`src/rtl/logo_motion.sv`:
```
// logo_motion: bouncing-logo position generator for a raster display.
//   Counts frames through a blanking-time strobe (x_px==0, y_px==V_ACTIVE).
//   Every FRAME_DIV frames it moves the logo top-left corner STEP pixels per
//   axis. On hitting a wall it clamps to that wall and reverses that axis.
// Ports:
//   clk        pixel clock (one pixel per cycle)
//   clr        synchronous active-high reset
//   pause      (LOGO_PAUSE_EN only) freezes frame counting and motion
//   x_px/y_px  current scan position
//   x_logo/y_logo  logo top-left corner
//   dir_x/dir_y    1 = right/down, 0 = left/up
//   bounce     one-cycle pulse when either axis hit a wall on an update
//   corner     one-cycle pulse when both axes hit on the same update
// Build option: define LOGO_PAUSE_EN to add the pause input.
module logo_motion #(
   parameter int H_ACTIVE    = 640,
   parameter int V_ACTIVE    = 480,
   parameter int width_logo  = 80,
   parameter int height_logo = 96,
   parameter int STEP        = 1,
   parameter int FRAME_DIV   = 1,
   parameter int X_INIT      = 0,
   parameter int Y_INIT      = 0
) (
   input  logic       clk,
   input  logic       clr,
`ifdef LOGO_PAUSE_EN
   input  logic       pause,
`endif
   input  logic [9:0] x_px,
   input  logic [9:0] y_px,
   output logic [9:0] x_logo,
   output logic [9:0] y_logo,
   output logic       dir_x,
   output logic       dir_y,
   output logic       bounce,
   output logic       corner
);

   localparam logic [10:0] X_MAX    = 11'(H_ACTIVE - width_logo);
   localparam logic [10:0] Y_MAX    = 11'(V_ACTIVE - height_logo);
   localparam logic [10:0] STEP_W   = 11'(STEP);
   localparam logic [7:0]  DIV_LAST = 8'(FRAME_DIV - 1);

   typedef enum logic [1:0] {S_WAIT, S_EVAL, S_COMMIT} state_t;

   state_t     state_q, state_d;
   logic       cmp_q;
   logic [7:0] fcnt_q, fcnt_d;
   logic [9:0] x_q, x_d, y_q, y_d;
   logic       dx_q, dx_d, dy_q, dy_d;
   logic       bounce_q, bounce_d, corner_q, corner_d;

   logic       cmp_d, strobe, run, accept;
   logic [11:0] nx_pack, ny_pack;

   // One axis step in 11-bit unsigned arithmetic. Returns {hit, dir, pos}.
   // Moving toward a wall clamps to it (never overshoots), so out-of-range
   // initial positions are pulled back into range on the first update.
   function automatic logic [11:0] axis_next(input logic [9:0]  pos,
                                             input logic        dir,
                                             input logic [10:0] lim);
      logic [10:0] p;
      logic [10:0] sum;
      logic        hit;
      logic        d;
      p   = {1'b0, pos};
      sum = p + STEP_W;
      if (dir) begin
         hit = (sum >= lim);
         d   = ~hit;
         p   = hit ? lim : sum;
      end else begin
         hit = (p <= STEP_W);
         d   = hit;
         p   = hit ? 11'd0 : p - STEP_W;
      end
      return {hit, d, p[9:0]};
   endfunction

   // Frame strobe: rising edge of the registered blanking-position compare,
   // so holding the scan at the strobe position yields a single strobe.
   assign cmp_d  = (x_px == 10'd0) && (y_px == 10'(V_ACTIVE));
   assign strobe = cmp_d & ~cmp_q;

`ifdef LOGO_PAUSE_EN
   assign run = ~pause;
`else
   assign run = 1'b1;
`endif

   // Strobes are only counted while idle; EVAL/COMMIT ignore them.
   assign accept  = strobe & run & (state_q == S_WAIT);
   assign nx_pack = axis_next(x_q, dx_q, X_MAX);
   assign ny_pack = axis_next(y_q, dy_q, Y_MAX);

   always_comb begin
      state_d  = state_q;
      fcnt_d   = fcnt_q;
      x_d      = x_q;
      y_d      = y_q;
      dx_d     = dx_q;
      dy_d     = dy_q;
      bounce_d = 1'b0;
      corner_d = 1'b0;
      case (state_q)
         S_WAIT: begin
            if (accept) begin
               if (fcnt_q == DIV_LAST) begin
                  fcnt_d  = 8'd0;
                  state_d = S_EVAL;
               end else begin
                  fcnt_d  = fcnt_q + 8'd1;
               end
            end
         end
         S_EVAL: begin
            // New position is registered here so it is visible, with the
            // bounce/corner pulse, throughout the COMMIT cycle.
            x_d      = nx_pack[9:0];
            dx_d     = nx_pack[10];
            y_d      = ny_pack[9:0];
            dy_d     = ny_pack[10];
            bounce_d = nx_pack[11] | ny_pack[11];
            corner_d = nx_pack[11] & ny_pack[11];
            state_d  = S_COMMIT;
         end
         S_COMMIT: state_d = S_WAIT;
         default:  state_d = S_WAIT;
      endcase
   end

   always_ff @(posedge clk) begin
      if (clr) begin
         state_q  <= S_WAIT;
         cmp_q    <= 1'b0;
         fcnt_q   <= 8'd0;
         x_q      <= 10'(X_INIT);
         y_q      <= 10'(Y_INIT);
         dx_q     <= 1'b1;
         dy_q     <= 1'b1;
         bounce_q <= 1'b0;
         corner_q <= 1'b0;
      end else begin
         state_q  <= state_d;
         cmp_q    <= cmp_d;
         fcnt_q   <= fcnt_d;
         x_q      <= x_d;
         y_q      <= y_d;
         dx_q     <= dx_d;
         dy_q     <= dy_d;
         bounce_q <= bounce_d;
         corner_q <= corner_d;
      end
   end

   assign x_logo = x_q;
   assign y_logo = y_q;
   assign dir_x  = dx_q;
   assign dir_y  = dy_q;
   assign bounce = bounce_q;
   assign corner = corner_q;

endmodule

```
`config.mk`:
```
export PLATFORM = sky130hd
export DESIGN_NAME = logo_motion
export DESIGN_NICKNAME = d
export VERILOG_FILES = /design/src/rtl/logo_motion.sv
export SDC_FILE = /design/constraint.sdc
export NUM_CORES = 1
export LEC_CHECK = 0
export BUFFER_PORTS_ARGS = -buffer_cell sky130_fd_sc_hd__buf_2
export CAP_MARGIN = 20
export CORE_AREA = 2 2 69 71
export DETAILED_ROUTE_END_ITERATION = 8
export DIE_AREA = 0 0 71 73
export MAX_ROUTING_LAYER = met4
export PLACE_DENSITY = 0.86
export SLEW_MARGIN = 40
export SYNTH_ARGS = -nofsm -noshare
export SYNTH_HDL_FRONTEND = slang
export SYNTH_SLANG_ARGS = --single-unit
```
`constraint.sdc`:
```
create_clock -name clk -period 4.35 [get_ports clk]
set_clock_uncertainty 0.2 [all_clocks]
set_input_delay 0.2175 -clock clk [delete_from_list [all_inputs] [get_ports clk]]
set_output_delay 0.2175 -clock clk [all_outputs]
set_load 0.01 [all_outputs]
```
Word-level counts from Yosys, hierarchy flattened
Index checks and enable logic that the tools add are counted.
W data, S select, Z words.
Storage, ports and cells
  flip-flop bits (word level): 35
  input bits: 22
  word-level logic and storage cells: 51
  output and inout port bits: 24
Operators by class
  eq/ne operators: 4
  $lt $le $gt $ge: 4
  add/sub/neg operators: 5
  reductions and logical operators: 7
  bitwise gates (word level): 8
  mux-type cells: 14
Operators with widths (number)
  $mux W10: 6
  $add A10 B1 Y11 const B: 2
  $le A10 B1 Y1 const B: 2
  $sub A10 B1 Y10 const B: 2
  $ge A11 B10 Y1 const B: 1
  $ge A11 B9 Y1 const B: 1
  $eq A10 B9 Y1 const B: 1
  $logic_not A10 Y1: 1
  $add A8 B1 Y8 const B: 1
  $logic_not A8 Y1: 1
  $mux W8: 1
  $mux W1: 4
  $mux W2: 2
  $not A1 Y1: 4
  $pmux W2 S2: 1
  $reduce_and A2 Y1: 2
  $and A1 B1 Y1: 3
  $eq A2 B1 Y1 const B: 1
  $logic_not A2 Y1: 1
  $ne A2 B1 Y1 const B: 1
  $ne A2 B2 Y1 const B: 1
  $reduce_or A2 Y1: 1
  $logic_and A1 B1 Y1: 1
  $or A1 B1 Y1: 1

Logic depth before layout (Yosys ltp)
  depth in word-level cells: 6
  depth in mapped cells: 11
  gate-level depth less buffers: 8

Worst setup path before layout
No wires, ideal clock.
  kind: register to register
  start point: reg x_q[0] (netlist: x_logo[0])
  end point: reg x_q[0] (netlist: x_logo[0])
  path slack: 1.928 ns
  data required time: 4.079 ns
  stages on the path, launching flop included: 11
  arrival: 2.151 ns
  buffers on the path: 3
  cell sequence: dfxtp_1 -> buf_2 -> inv_1 -> ha_1 -> or2_1 -> and4_1 -> buf_4 -> or2_4 -> buf_6 -> a211o_1 -> a21oi_1
On the way
  word-level cells in the longest chain between the ends: 4
RTL lines
  start: declaration: RTL line 50  | logic [9:0] x_q, x_d, y_q, y_d;
  start signal: assignment: RTL line 138  | x_q <= 10'(X_INIT);
  $add A10 B1 Y11: RTL line 68  | sum = p + STEP_W;
  $ge A11 B10 Y1: RTL line 70  | hit = (sum >= lim);
  $mux W10: RTL line 72  | p = hit ? lim : sum;
  $mux W10 (*): RTL line 69  | if (dir) begin
Mark *: on every way between the ends. The rest lies on a longest branch, timed or not.
A chain may end at the register's enable or synchronous reset.

Worst setup path after layout
  start point: reg y_q[0] (netlist: y_logo[0])
  end point: reg y_q[7] (netlist: y_logo[7])
On the way
  word-level cells in the longest chain between the ends: 4
RTL lines
  start: declaration: RTL line 50
  start signal: assignment: RTL line 139  | y_q <= 10'(Y_INIT);
  start signal: assignment: RTL line 149  | y_q <= y_d;
  $add A10 B1 Y11: RTL line 68
  $ge A11 B9 Y1: RTL line 70
  $mux W10: RTL line 72
  $mux W10 (*): RTL line 69
Marked as above.

==> results.yml <==
detailed_routing:
  drc: 0
  ant_nets: 0
  avgViaCountPerCell: 6.24
  dr.pass1.iters: 5
  wire_per_inst_um: 15.1
  drtIter0Drc: 153
  wirelength_um: 6320
  vias: 2608
clock_tree:
  clk_pin_slew_worst_paths_ns: 0.07
  htreeDepth: 2
  post_cts_resized: 0
  cts_sinks: 35
  cts_root_buf: "clkbuf_8"
  post_cts_buffers: 0
  cts_buffer_depth: 2
  cts-buffers-inserted: 5
  worstSkewPairLatency_ns: 0.29
  cts_hold_buf: 2
  cts_tree: "built"
worst_setup_path:
  crit_path_cell_trace: "inv_1, ha_1, or2_2, a41oi_1, o21ai_0, nand2_1, a22oi_1, nor2_1"
  r2r_cells: 8
  cp.required_ns: 4.37
  reg2reg_from: "y_logo[0]$_SDFFE_PP0N_"
  crit_path_start_kind: "flop"
  arrival_ns: 2.64
  critPathCaptureType: "flop"
  cp_max_fo: 10
  critPathKind: "flop to flop"
  cp_slowest_stage_delay_ns: 0.62
  startpoint: "y_logo[0]$_SDFFE_PP0N_"
  reg2reg_slack_ns: 1.73
  slowest_stage: "a41oi_1"
yosys:
  synth_area_um2: 2580
  yosys.cell_types.count: 66
  seq_area_frac_synth_pct: 27.2
  synthFlopType: "dfxtp_1"
  yosysWarnings: 0
  syn_inst: 335
  ys_ff_latch: 35
  synth_area_per_cell_um2: 7.70
  async_flop_share_pct: 0
  synth_edf_count: 0
  synth_nets: 365
floorplanning:
  core-area_um2: 4540
  start_util_pct: 56.9
  die_x_um: 71
  die_h_um: 73
  boundaryPins: 46
  rows: 25
  die-area_um2: 5180
timing:
  tightest_slew_ns: 0.822
  fmax_mhz: 382
  relSlewSlack_pct: 45.1
  fin_setup_tns_ns: 0
  period_share_pct: 60.2
  finalMaxSlewViolations: 0
  min_period_ns: 2.62
  rsz0062_at_grt: "false"
  finalHoldViolCount: 0
  setup_viol: 0
placement:
  place_congestion: 1.02
  portBuffers: 45
  hpwl_um: 4490
global_route:
  grt.overflow.total: 0
  grt_max_degree: 27
  antenna_found_initial: 0
  grt_first_pass_wirelength_um: 10800
  grt_usage_pct: 26.2
  grt_pass1_vias: 2381
power:
  p_leak_nw: 1.12
  p_per_area_nw_per_um2: 225
  vdd_drop_max_mv: 0.198
hold_path:
  hp-class: "input pin to flop"
  min_path_cells: 5
  worstHoldStart: "y_px[2]"
layout:
  layout-drive-gt1-share_pct: 19.5
  finalNetCount: 393
  fillCellCount: 396
  diodes: 0
  fin_util_pct: 62.9
  final_common_cell: "buf_2"
  final_cell_mix: "45 x buf_2, 37 x nor2_1, 35 x dfxtp_1, 25 x nand2_1, 25 x o21ai_0"
  syn_to_final_growth_pct: 10.7
run_status:
  status: "completed"
flow_run:
  maxCapViolCount: 0
where the power goes:
group / switching (W) / total (W) / internal, W
registers: 0.00000822 / 0.000331 / 0.000323
clock network: 0.000119 / 0.000263 / 0.000144
logic: 0.0000257 / 0.0000482 / 0.0000225
final timing paths:
path | endpoint
max | y_logo[7]$_SDFFE_PP0N_
min | cmp_q$_SDFF_PP0_
min reg2reg | fcnt_q[7]$_SDFFE_PP0P_
max reg2reg | y_logo[7]$_SDFFE_PP0N_
area by class of cell:
cell class	count	area, um2	area share, %
clock buffers	7	96.3	3.38
inverters	16	60.1	2.10
well taps	54	67.6	2.37
flip-flops and latches	35	701	24.6
repair buffers	48	253	8.86
multi-input cells	257	1670	58.5
clock inverters	1	7.51	0.263
worst max-delay path, delay by kind of cell (launching register included):
family,cells,cell delay [ns]
AND/OR/NAND/NOR,3,0.56
flip-flops,1,0.48
AO/OA/AOI/OAI,3,0.91
buffers and inverters,1,0.11
adder cells (fa/ha/maj),1,0.29
synthesized netlist by cell type, types with 3 or more instances:
library cell   n  area, um2
buf_4          4       30.0
a221oi_1       4       35.0
a21oi_1       18       90.1
nor3_1        13       65.1
nand3_1       11       55.1
o21ai_0       25        125
buf_6          3       33.8
mux2i_1        3       30.0
ha_1           8        100
or3_1          4       25.0
xnor2_1        4       35.0
o21ai_1        3       15.0
or2_1          3       18.8
o211ai_1       3       22.5
clkbuf_1      11       41.3
nand4_1        7       43.8
nand2_1       25       93.8
nor3_2         3       30.0
nor4_1         6       37.5
a31oi_1        7       43.8
and4_1         3       26.3
a32o_1         5       50.1
inv_1         14       52.6
xor2_1         8       70.1
nor2_1        37        139
a211o_1        3       26.3
a211oi_1       3       22.5
nand2b_1       3       18.8
dfxtp_1       35        701
and3_1         6       37.5
buf_2          8       40.0
sequential cells by signal, indices dropped and copies added, names as in the netlist:
name,count
dir_x,1
dir_y,1
x_logo,10
bounce,1
corner,1
y_logo,10
cmp_q,1
state_q,2
fcnt_q,8
cells by family (layout without fill, tap and decap cells):
| family | Yosys count | count (layout) | synth area share, % |
|---|---|---|---|
| buf+inv | 43 | 72 | 8.10 |
| simple gates | 139 | 139 | 29.6 |
| fa+ha+maj | 8 | 8 | 3.88 |
| mux | 3 | 3 | 1.16 |
| compound gates | 95 | 95 | 26.0 |
| xor+xnor | 12 | 12 | 4.08 |
| flops | 35 | 35 | 27.2 |
routing by layer:
layer  vias to the layer above  GRT usage (%)  routed length (um)
li1                       1284              -                   -
met1                      1187           32.3                2750
met2                       121           42.7                3030
met3                        16           4.70                 404
met4                         0           10.7                 142
met5                         -              -                   0
per-stage QoR:
stage	total power [W]	setup slack (ns)	std cells	hold slack, ns	cell area, um2
after floorplan	0.000368	1.93	335	0.193	2580
after global routing	0.000669	1.51	418	0.140	2850
after CTS	0.000650	1.76	418	0.0756	2850
final	0.000642	1.73	418	0.0830	2850
after detailed placement	0.000385	1.78	408	0.294	2730
after global placement	0.000384	1.86	408	0.289	2730
Power figures use the tool's default switching activity.
